==> src/rtl/mem_arb_pkg.sv <==
// Shared types and constants for the instruction/data memory port arbiter.
package mem_arb_pkg;

   localparam int unsigned CNT_W = 4;

   typedef enum logic [1:0] {
      ST_IDLE   = 2'd0,
      ST_ACCESS = 2'd1,
      ST_RESP   = 2'd2
   } state_t;

   typedef enum logic {
      GNT_IF = 1'b0,
      GNT_D  = 1'b1
   } grant_t;

endpackage

==> src/rtl/mem_port_arbiter_if.sv <==
// Bundle of fetch, data and memory-side signals around the memory port arbiter.
// The slave modport is the arbiter's view; master is the core/memory side.
interface mem_port_arbiter_if #(
   parameter int unsigned ADDR_W = 32,
   parameter int unsigned DATA_W = 32
);

   logic              if_req;
   logic [ADDR_W-1:0] if_addr;
   logic              if_ready;
   logic [DATA_W-1:0] if_rdata;

   logic              d_req;
   logic              d_we;
   logic [ADDR_W-1:0] d_addr;
   logic [DATA_W-1:0] d_wdata;
   logic              d_ready;
   logic [DATA_W-1:0] d_rdata;

   logic [ADDR_W-1:0] mem_addr;
   logic              mem_we;
   logic [DATA_W-1:0] mem_wdata;
   logic [DATA_W-1:0] mem_rdata;

   logic              busy;

   modport slave (
      input  if_req, if_addr, d_req, d_we, d_addr, d_wdata, mem_rdata,
      output if_ready, if_rdata, d_ready, d_rdata, mem_addr, mem_we, mem_wdata, busy
   );

   modport master (
      output if_req, if_addr, d_req, d_we, d_addr, d_wdata, mem_rdata,
      input  if_ready, if_rdata, d_ready, d_rdata, mem_addr, mem_we, mem_wdata, busy
   );

endinterface

==> src/rtl/mem_port_arbiter_rr_arb2.sv <==
// Two-way round-robin select: a lone request wins outright, a tie goes to
// the requester that was not granted last.
module rr_arb2
   import mem_arb_pkg::*;
(
   input  logic   req_if,
   input  logic   req_d,
   input  grant_t last_grant,
   output logic   grant_valid,
   output grant_t grant
);

   // Pick the winner from the current requests and the previous grant
   always_comb begin
      grant_valid = req_if | req_d;
      grant       = GNT_IF;
      if (req_if && req_d) begin
         grant = (last_grant == GNT_IF) ? GNT_D : GNT_IF;
      end else if (req_d) begin
         grant = GNT_D;
      end
   end

endmodule

==> src/rtl/mem_port_arbiter.sv <==
// Shares one combinational memory between instruction fetch and load/store.
// Each access holds the port for WAIT_CYCLES cycles, then pulses the granted
// requester's ready for one cycle alongside its registered read data.
module mem_port_arbiter
   import mem_arb_pkg::*;
#(
   parameter int unsigned ADDR_W      = 32,
   parameter int unsigned DATA_W      = 32,
   parameter int unsigned WAIT_CYCLES = 2
) (
   input logic                clk,
   input logic                rst,
   mem_port_arbiter_if.slave  bus
);

   localparam logic [CNT_W-1:0] CNT_LOAD = CNT_W'(WAIT_CYCLES - 1);

   state_t            state;
   grant_t            last_grant;
   logic [CNT_W-1:0]  cnt;
   logic [ADDR_W-1:0] addr_q;
   logic              we_q;
   logic [DATA_W-1:0] wdata_q;
   logic [DATA_W-1:0] if_rdata_q;
   logic [DATA_W-1:0] d_rdata_q;
   logic              if_ready_q;
   logic              d_ready_q;
   logic              grant_valid;
   grant_t            grant;
   logic              done;

   rr_arb2 u_rr_arb2 (
      .req_if      (bus.if_req),
      .req_d       (bus.d_req),
      .last_grant  (last_grant),
      .grant_valid (grant_valid),
      .grant       (grant)
   );

   // last_grant doubles as the owner of the access in flight
   assign done = (state == ST_ACCESS) && (cnt == '0);

   // Access sequencer: grant and latch in IDLE, count down in ACCESS, one RESP cycle
   always_ff @(posedge clk or posedge rst) begin
      if (rst) begin
         state      <= ST_IDLE;
         cnt        <= '0;
         last_grant <= GNT_D;
         addr_q     <= '0;
         we_q       <= 1'b0;
         wdata_q    <= '0;
      end else begin
         case (state)
            ST_IDLE: begin
               if (grant_valid) begin
                  last_grant <= grant;
                  cnt        <= CNT_LOAD;
                  state      <= ST_ACCESS;
                  if (grant == GNT_IF) begin
                     addr_q  <= bus.if_addr;
                     we_q    <= 1'b0;
                     wdata_q <= '0;
                  end else begin
                     addr_q  <= bus.d_addr;
                     we_q    <= bus.d_we;
                     wdata_q <= bus.d_wdata;
                  end
               end
            end
            ST_ACCESS: begin
               if (cnt == '0) begin
                  state <= ST_RESP;
               end else begin
                  cnt <= cnt - 1'b1;
               end
            end
            ST_RESP: begin
               state <= ST_IDLE;
            end
            default: begin
               state <= ST_IDLE;
            end
         endcase
      end
   end

   // Capture read data for the owner on the final ACCESS cycle and pulse its ready
   always_ff @(posedge clk or posedge rst) begin
      if (rst) begin
         if_ready_q <= 1'b0;
         d_ready_q  <= 1'b0;
         if_rdata_q <= '0;
         d_rdata_q  <= '0;
      end else begin
         if_ready_q <= 1'b0;
         d_ready_q  <= 1'b0;
         if (done) begin
            if (last_grant == GNT_IF) begin
               if_ready_q <= 1'b1;
               if_rdata_q <= bus.mem_rdata;
            end else begin
               d_ready_q <= 1'b1;
               d_rdata_q <= we_q ? '0 : bus.mem_rdata;
            end
         end
      end
   end

   assign bus.mem_addr  = addr_q;
   assign bus.mem_wdata = wdata_q;
   assign bus.mem_we    = we_q & done;
   assign bus.busy      = (state != ST_IDLE);
   assign bus.if_ready  = if_ready_q;
   assign bus.if_rdata  = if_rdata_q;
   assign bus.d_ready   = d_ready_q;
   assign bus.d_rdata   = d_rdata_q;

endmodule

==> src/flat_wrapper.sv <==
// flat-port wrapper written by rule: the top's interface ports become plain ports
module mem_port_arbiter_flat import mem_arb_pkg::*;
#(
   parameter int unsigned ADDR_W      = 32,
   parameter int unsigned DATA_W      = 32,
   parameter int unsigned WAIT_CYCLES = 2
)
  (clk, rst, bus_if_req, bus_if_addr, bus_d_req, bus_d_we, bus_d_addr, bus_d_wdata, bus_mem_rdata, bus_if_ready, bus_if_rdata, bus_d_ready, bus_d_rdata, bus_mem_addr, bus_mem_we, bus_mem_wdata, bus_busy);
  mem_port_arbiter_if #(.ADDR_W(ADDR_W), .DATA_W(DATA_W)) bus_i ();
  input logic clk;
  input logic rst;
  input wire logic [$bits(bus_i.if_req)-1:0] bus_if_req;
  input wire logic [$bits(bus_i.if_addr)-1:0] bus_if_addr;
  input wire logic [$bits(bus_i.d_req)-1:0] bus_d_req;
  input wire logic [$bits(bus_i.d_we)-1:0] bus_d_we;
  input wire logic [$bits(bus_i.d_addr)-1:0] bus_d_addr;
  input wire logic [$bits(bus_i.d_wdata)-1:0] bus_d_wdata;
  input wire logic [$bits(bus_i.mem_rdata)-1:0] bus_mem_rdata;
  output wire logic [$bits(bus_i.if_ready)-1:0] bus_if_ready;
  output wire logic [$bits(bus_i.if_rdata)-1:0] bus_if_rdata;
  output wire logic [$bits(bus_i.d_ready)-1:0] bus_d_ready;
  output wire logic [$bits(bus_i.d_rdata)-1:0] bus_d_rdata;
  output wire logic [$bits(bus_i.mem_addr)-1:0] bus_mem_addr;
  output wire logic [$bits(bus_i.mem_we)-1:0] bus_mem_we;
  output wire logic [$bits(bus_i.mem_wdata)-1:0] bus_mem_wdata;
  output wire logic [$bits(bus_i.busy)-1:0] bus_busy;
  assign bus_i.if_req = bus_if_req;
  assign bus_i.if_addr = bus_if_addr;
  assign bus_i.d_req = bus_d_req;
  assign bus_i.d_we = bus_d_we;
  assign bus_i.d_addr = bus_d_addr;
  assign bus_i.d_wdata = bus_d_wdata;
  assign bus_i.mem_rdata = bus_mem_rdata;
  assign bus_if_ready = bus_i.if_ready;
  assign bus_if_rdata = bus_i.if_rdata;
  assign bus_d_ready = bus_i.d_ready;
  assign bus_d_rdata = bus_i.d_rdata;
  assign bus_mem_addr = bus_i.mem_addr;
  assign bus_mem_we = bus_i.mem_we;
  assign bus_mem_wdata = bus_i.mem_wdata;
  assign bus_busy = bus_i.busy;
  mem_port_arbiter #(.ADDR_W(ADDR_W), .DATA_W(DATA_W), .WAIT_CYCLES(WAIT_CYCLES)) u_core (.clk(clk), .rst(rst), .bus(bus_i));
endmodule
==> config.mk <==
export PLATFORM = sky130hd
export DESIGN_NAME = mem_port_arbiter_flat
export DESIGN_NICKNAME = d
export VERILOG_FILES = /design/src/rtl/mem_arb_pkg.sv /design/src/rtl/mem_port_arbiter_if.sv /design/src/rtl/mem_port_arbiter_rr_arb2.sv /design/src/rtl/mem_port_arbiter.sv /design/src/flat_wrapper.sv
export SDC_FILE = /design/constraint.sdc
export NUM_CORES = 1
export LEC_CHECK = 0
export ABC_AREA = 1
export CAP_MARGIN = 20
export CORE_ASPECT_RATIO = 0.75
export CORE_MARGIN = 10
export CORE_UTILIZATION = 38
export DETAILED_ROUTE_END_ITERATION = 8
export GPL_ROUTABILITY_DRIVEN = 1
export GPL_TIMING_DRIVEN = 0
export PLACE_DENSITY = 0.85
export RECOVER_POWER = 100
export SLEW_MARGIN = 10
export SYNTH_ARGS = -nofsm -noshare
export SYNTH_HDL_FRONTEND = slang
export SYNTH_SLANG_ARGS = --single-unit
==> constraint.sdc <==
create_clock -name clk -period 5.5 [get_ports clk]
set_input_delay 1.65 -clock clk [delete_from_list [all_inputs] [get_ports clk]]
set_output_delay 1.65 -clock clk [all_outputs]
set_load 0.03 [all_outputs]
[After elaboration in Yosys (flattened, before gate mapping)]
Cells that the tools add are included.
Word-level totals
  memories kept: 0
  input port bits: 133
  memory bits (read-only): 0
  bits in latches: 0
  output and inout bits: 132
  flip-flop bits (word level): 138
  logic and storage cells: 45
  RAM bits: 0
Cells by class
  shifts and indexed selects: 0
  equal/unequal tests: 4
  reductions and logical operators: 11
  divide/modulo/power cells: 0
  bitwise operators: 3
  add/subtract/negate cells: 1
  muxes and demuxes: 16
  order comparisons: 0
  multipliers: 0
Operators with widths (number)
  32-bit two-way mux: 3
  4-bit two-way mux: 2
  4-bit case mux with 2 select lines: 1
  2-bit AND reduction: 4
  1-bit two-way mux: 7
  4-bit logical NOT: 1
  2-bit two-way mux: 2
  2-bit != test, second input constant: 2
  2-bit case mux with 2 select lines: 1
  2-bit nonzero test: 2
  4-bit by 1-bit subtractor with 4-bit output, second input constant: 1
  3-bit AND reduction: 1
  2-bit by 1-bit == test with 1-bit output, second input constant: 1
  1-bit logical AND: 2
  2-bit logical NOT: 1
  2-bit by 1-bit != test with 1-bit output, second input constant: 1
  1-bit AND: 1
  1-bit NOT: 1
  1-bit bitwise OR: 1

[Depth between registers and ports, before layout]
Gate-level depths: netlist of run 1.
  word-level depth: 3
  mapped depth: 8
  gate-level depth less buffers: 7

[Cells and area by module]
Synthesis of run 1 repeated with hierarchy kept, for this count alone.
Unflattened totals
  cells, all modules: 675
  area, all modules: 5894.4 um2
Modules (own cells, without submodules)
  mem_port_arbiter: sequential area each 3454.6 um2, cells each 672, area each 5879.4 um2, times used 1
  rr_arb2: sequential area each 0.0 um2, cells each 3, area each 15.0 um2, times used 1

[Worst setup path after synthesis of run 1]
No wires, ideal clock.
  path type: register -> output
  from: register u_core.cnt[0]
  to: output bus_mem_we
  arrival time: 1.388 ns
  buffers on the path: 0
  data required time: 3.850 ns
  path slack: 2.462 ns
  stages on the path, launching flop included: 5
  cell sequence: dfrtp_1 > inv_1 > ha_1 > nand3_2 > nor3_1
Between the ends
  word-level cells in the longest chain between the ends: 3
Ends and longest elaborated chain
  start: declaration: line mem_port_arbiter.sv:20  | logic [CNT_W-1:0] cnt;
  start signal: assignment: line mem_port_arbiter.sv:74  | cnt <= cnt - 1'b1;
  4-bit logical NOT: line mem_port_arbiter.sv:41  | assign done = (state == ST_ACCESS) && (cnt == '0);
  1-bit logical AND: line mem_port_arbiter.sv:41
  1-bit AND: line mem_port_arbiter.sv:111  | assign bus.mem_we = we_q & done;
  end: declaration: line flat_wrapper.sv:24  | output wire logic [$bits(bus_i.mem_we)-1:0] bus_mem_we;
Every way passes these cells.

[Worst setup path in the final report of run 1]
  from: register u_core.we_q
  to: output bus_mem_we
Between the ends
  word-level cells in the longest chain between the ends: 1
Ends and longest elaborated chain
  start: declaration: line mem_port_arbiter.sv:22  | logic we_q;
  start signal: assignment: line mem_port_arbiter.sv:65  | we_q <= bus.d_we;
  1-bit AND: line mem_port_arbiter.sv:111
Every way passes these cells.

==> flow_summary.toml, run 1 <==
[floorplan]
die_area_um2 = 21140
io_pins = 265
start_util_pct = 38.89
die_y_um = 128.4
dieWidth_um = 164.6
rows = 39
coreArea_um2 = 15320

[setup_path]
critical_path_class = "reg -> out"
end_kind = "primary output"
cp.arrival_ps = 2350
required_ps = 3850
path_max_fanout = 10
start_kind = "flop"

[finish]
drive_above_1_share_pct = 7.187
area_growth_pct = 58.13
layout_common_cells = "nand2_1, dlygate4sd3_1, dfrtp_1, clkdlybuf4s50_1, nand3_1"
final_cell_area_um2 = 9422
seq_area_um2 = 3455
multi_input_area_um2 = 1991
final_common_cell = "nand2_1"
final_net_count = 1082
nFillCells = 1256

[route]
drc = 0
viasPerCell = 4.821
wl_um = 20060
dr.pass1.iters = 5
vias = 5621
final_antenna_net_count = 0
wl_per_cell_um = 17.21
drtIter0Drc = 373

[power]
combinationalPowerShare_pct = 51.4
p_per_area_nw_per_um2 = 630.0
p_clk_share_pct = 19.4
ir_drop_v = 0.0002635
total_power_uw = 5936
switching_share_pct = 45.57
p_int_uw = 3231
leakage_uw = 0.004646
p_sw_uw = 2705
seqPwrFrac_pct = 29.2

[placed_design]
port_buffers = 263
place_area_um2 = 8880
gp_congestion = 0.8540
place_ws_ps = 1965
hpwlAfterDp_um = 15540

[yosys]
yosysSeqAreaShare_pct = 57.98
syn_inst = 664
syn_area_per_cell_um2 = 8.973
synth_seq_cells = 138
syn_area_um2 = 5958
yosysWarnings = 0
synth_cell_types = 29
synth_nets = 799

[clocking]
insertion_delay_ps = 420
clkSinkCount = 138
cts_tree = "built"
numCtsBuffers = 17
clock_path_buffers = 2
ctsResizeCount = 0
post_cts_buffers = 0
htreeDepth = 4
cts_hold_buf = 0
clockRootBuffer = "clkbuf_16"
clkTransAtPathRegs_ps = 60

[min_path]
min_path_type = "reg -> reg"

[sta]
min_period_over_period_pct = 72.66
hold_ws_ps = 465.4
final.setup.worst_slack_ps = 1504
period_minus_slack_ps = 3996
fin_skew_ps = 6.245
setup_violations = 0
worst_pin_slew_ps = 1011
slew-limit-headroom_pct = 31.87
timing_hold_violations_final = 0
rsz0062_at_grt = "no"
maxSlewViolCount = 0
fmax_ghz = 0.2502

[global_routing]
grt_usage_pct = 18.74
grt_pass1_vias = 5707
antenna_found_initial = 0
grt_max_degree = 85
grt_first_pass_wirelength_um = 31240
grt_overflow_total = 0

[run]
cap_violations = 0

[outcome]
run_status = "complete, no violations"
synthesized netlist by cell type:
master / instances / area, um2
nand2_1: 238 / 893.4
dfrtp_1: 137 / 3428
nand3_1: 67 / 335.3
inv_1: 60 / 225.2
o21ai_0: 35 / 175.2
nand4_1: 32 / 200.2
buf_2: 20 / 100.1
o21a_1: 15 / 112.6
clkbuf_1: 12 / 45.04
o211ai_2: 10 / 125.1
buf_4: 7 / 52.55
o211ai_1: 7 / 52.55
buf_6: 4 / 45.04
ha_1: 2 / 25.02
inv_2: 2 / 7.510
nor2_1: 2 / 7.510
nor2_2: 2 / 12.51
clkbuf_2: 1 / 5.000
clkinv_1: 1 / 3.750
dfstp_2: 1 / 26.28
nand2_2: 1 / 6.260
nand2_4: 1 / 11.26
nand3_2: 1 / 10.01
nor2_4: 1 / 11.26
nor3_1: 1 / 5.000
o21ai_1: 1 / 5.000
o21ai_4: 1 / 16.27
o22ai_1: 1 / 6.260
xor2_1: 1 / 8.760
metal layers:
layer	part of all wire (%)	wire length (um)	GRT usage, %	up-vias
li1	-	-	-	2714
met1	41	8210	21.95	2644
met2	47	9344	30.29	239
met3	11	2272	9.082	24
met4	1.2	236	4.938	0
met5	0	0	0	-
power groups by stage:
stage	Clock [uW]	Sequential, uW	Combinational [uW]
finish	1150	1740	3050
global route	1220	1790	3300
CTS	1170	1760	3280
detailed placement	0	1760	3260
global placement	0	1750	3210
floorplan	0	2610	975
metrics by stage:
step	cells	utilization (%)	setup TNS [ps]
4_1_cts	1165	61.80	0
2_1_floorplan	664	-	0
6_report	1166	61.49	0
3_3_place_gp	1132	57.74	-240100
5_1_grt	1165	61.47	0
3_5_place_dp	1133	57.95	0
logic make-up after synthesis:
group	after synthesis	share of synthesized area (%)
AOI/OAI and AO/OA	70	8.274
DFF	138	57.98
adders and majority gates	2	0.4199
buffers and inverters	107	8.127
xor gates and xnor gates	1	0.1470
and+or+nand+nor	346	25.05
cell type report:
class / count / share of cell area [%]
Buffer: 44 / 2.404
Multi-Input combinational cell: 419 / 21.13
Timing Repair Buffer: 264 / 28.23
Antenna cell: 1 / 0.02656
Clock buffer: 17 / 4.515
Tap cell: 205 / 2.722
Sequential cell: 138 / 36.67
Inverter: 63 / 2.563
Clock inverter: 15 / 1.740
worst max-delay path: stages, from the launching register on:
cell and delay (ps):
dfrtp_1 320, clkinv_1 210, clkbuf_1 330, nor3_1 270
dlygate4sd3_1 800
flip-flops by register name (all words and copies together), names as in the netlist:
register and count:
u_core.bus.d_rdata 32, u_core.bus.d_ready 1, u_core.bus.if_rdata 32, u_core.bus.if_ready 1, u_core.bus.mem_addr 32, u_core.bus.mem_wdata 32
u_core.cnt 4, u_core.last_grant 1, u_core.state 2, u_core.we_q 1
path summary, 6_finish.rpt:
kind / from / endpoint / slack [ps] / cells after the start
max reg2reg: u_core.last_grant / u_core.bus.mem_addr[22] / 3430 / 7
max: u_core.we_q / bus_mem_we / 1500 / 4
min reg2reg: u_core.bus.if_rdata[29] / u_core.bus.if_rdata[29] / 470 / 2
min in group asynchronous: rst / u_core.bus.if_rdata[16] / 1870 / 2
min: u_core.bus.if_rdata[29] / u_core.bus.if_rdata[29] / 470 / 2
max in group asynchronous: rst / u_core.bus.mem_wdata[26] / 2920 / 3
Note: power is estimated with default switching activity, not from simulation.
==> run 2: changes to the inputs <==
==> constraint.sdc (replaced) <==
create_clock -name clk -period 3.2 [get_ports clk]
set_input_delay 0.96 -clock clk [delete_from_list [all_inputs] [get_ports clk]]
set_output_delay 0.96 -clock clk [all_outputs]
set_load 0.03 [all_outputs]
==> flow_summary.toml, run 2 (synthesis gave the netlist of run 1 again) <==
[outcome]
run_status = "complete, no violations"

[power]
total_power_uw = 10120
leakage_uw = 0.004613
ir_drop_v = 0.0005166
p_per_area_nw_per_um2 = 1076

[sta]
setup_violations = 0
fmax_ghz = 0.3430
rsz0062_at_grt = "no"
worst_pin_slew_ps = 1118
fin_skew_ps = 7.126
hold_ws_ps = 464.7
final.setup.tns_ps = 0
timing_hold_violations_final = 0
slew-limit-headroom_pct = 25.08
min_period_over_period_pct = 91.11
maxSlewViolCount = 0
final.setup.worst_slack_ps = 284.4
period_minus_slack_ps = 2916

[finish]
final_net_count = 1085
layout_common_cells = "nand2_1, dfrtp_1, dlygate4sd3_1, clkdlybuf4s50_1, nand3_1"
nFillCells = 1291
instances_no_fill = 1168
seq_area_um2 = 3455
drive_above_1_share_pct = 6.957
multi_input_area_um2 = 1991
antennaDiodeCount = 0
area_growth_pct = 57.79
final_common_cell = "nand2_1"

[setup_path]
reg2reg_slack_ps = 920
cpMaxStageDelayCell = "dlygate4sd2_1"
cp.arrival_ps = 1960
crit_chain = "clkinv_1, clkbuf_1, nor3_1, dlygate4sd2_1"
critical_path_class = "reg -> out"
end_kind = "primary output"
path_max_fanout = 10
required_ps = 2240
r2r_cells = 8
critPathMaxStageDelay_ps = 450
r2r_end = "u_core.bus.d_rdata[21]"
start_kind = "flop"
r2r_start = "u_core.cnt[0]"

[route]
viasPerCell = 4.874
final_antenna_net_count = 0
wl_um = 20880
wl_per_cell_um = 17.88
drtIter0Drc = 391
drc = 0
vias = 5693
dr.pass1.iters = 5

[clocking]
clockRootBuffer = "clkbuf_16"
clock_path_buffers = 2
numCtsBuffers = 17
post_cts_buffers = 0
clkSinkCount = 138
cts_hold_buf = 0
ctsResizeCount = 1
cts_tree = "built"
htreeDepth = 4
clkTransAtPathRegs_ps = 60
insertion_delay_ps = 410

[global_routing]
grt_overflow_total = 0
grt_first_pass_wirelength_um = 32360
grt_usage_pct = 19.41
grt_pass1_vias = 5773
grt_max_degree = 36
antenna_found_initial = 0

[floorplan]
rows = 39
io_pins = 265
die_area_um2 = 21140
coreArea_um2 = 15320
start_util_pct = 38.89
die_y_um = 128.4
dieWidth_um = 164.6

[placed_design]
place_ws_ps = 367.3
port_buffers = 263
gp_congestion = 0.8432
dp_cells = 1136
hpwlAfterDp_um = 16330

[min_path]
min_from = "u_core.bus.if_rdata[2]"
worstHoldEndpoint = "u_core.bus.if_rdata[2]"
min_path_type = "reg -> reg"
hold_path_depth = 2

[run]
cap_violations = 0
==> run 2: cell types whose count changed in the layout (fill, tap and decap cells not counted), moves of 3 or more <==
| cell | delta |
|---|---|
| inv_6 | -5 |
| clkbuf_1 | +5 |
| dlygate4sd3_1 | -4 |
| clkdlybuf4s50_1 | +3 |
| clkinvlp_4 | +3 |
| buf_4 | -6 |
==> run 2: where the power goes <==
| part | internal, uW | total (uW) | leakage (uW) | switching [uW] |
|---|---|---|---|---|
| Sequential | 2570 | 3000 | 0.00170 | 434 |
| Clock | 1120 | 1880 | 0.000269 | 765 |
| Combinational | 1800 | 5230 | 0.00264 | 3440 |
==> run 2: worst max path at each step <==
stage | startpoint | end | slack (ps)
2_1_floorplan | rst | u_core.bus.d_rdata[0] | 520
3_5_place_dp | u_core.we_q | bus_mem_we | 370
4_1_cts | u_core.we_q | bus_mem_we | 230
5_1_grt | rst | u_core.last_grant | 120
6_report | u_core.we_q | bus_mem_we | 280
3_3_place_gp | rst | u_core.bus.mem_addr[24] | -740
==> run 2: through the flow <==
step | instance area, um2 | utilization [%]
2_1_floorplan | 5962 | -
3_3_place_gp | 8851 | 57.77
6_report | 9402 | 61.36
4_1_cts | 9504 | 62.03
5_1_grt | 9402 | 61.36
3_5_place_dp | 8931 | 58.29
==> run 2: critical path, delay by kind of cell (launching register included) <==
| family | cells | cell delay [ps] |
|---|---|---|
| flops | 1 | 320 |
| simple gates | 1 | 240 |
| buf+inv | 3 | 970 |
==> run 2: per-layer routing <==
metal  track usage [%]  vias up  part of all wire (%)
li1                  -     2721                     -
met1             22.89     2707                    40
met2             31.81      251                    48
met3             9.082       14                    11
met4             4.262        0                  0.80
met5                 0        -                     0
==> run 2: area by class of cell <==
| cell class | count | share of cell area (%) |
|---|---|---|
| Clock inverter | 12 | 1.251 |
| Buffer | 44 | 2.196 |
| Clock buffer | 20 | 4.858 |
| Inverter | 63 | 2.529 |
| Timing Repair Buffer | 267 | 28.52 |
| Tap cell | 205 | 2.728 |
| Multi-Input combinational cell | 419 | 21.17 |
| Sequential cell | 138 | 36.74 |
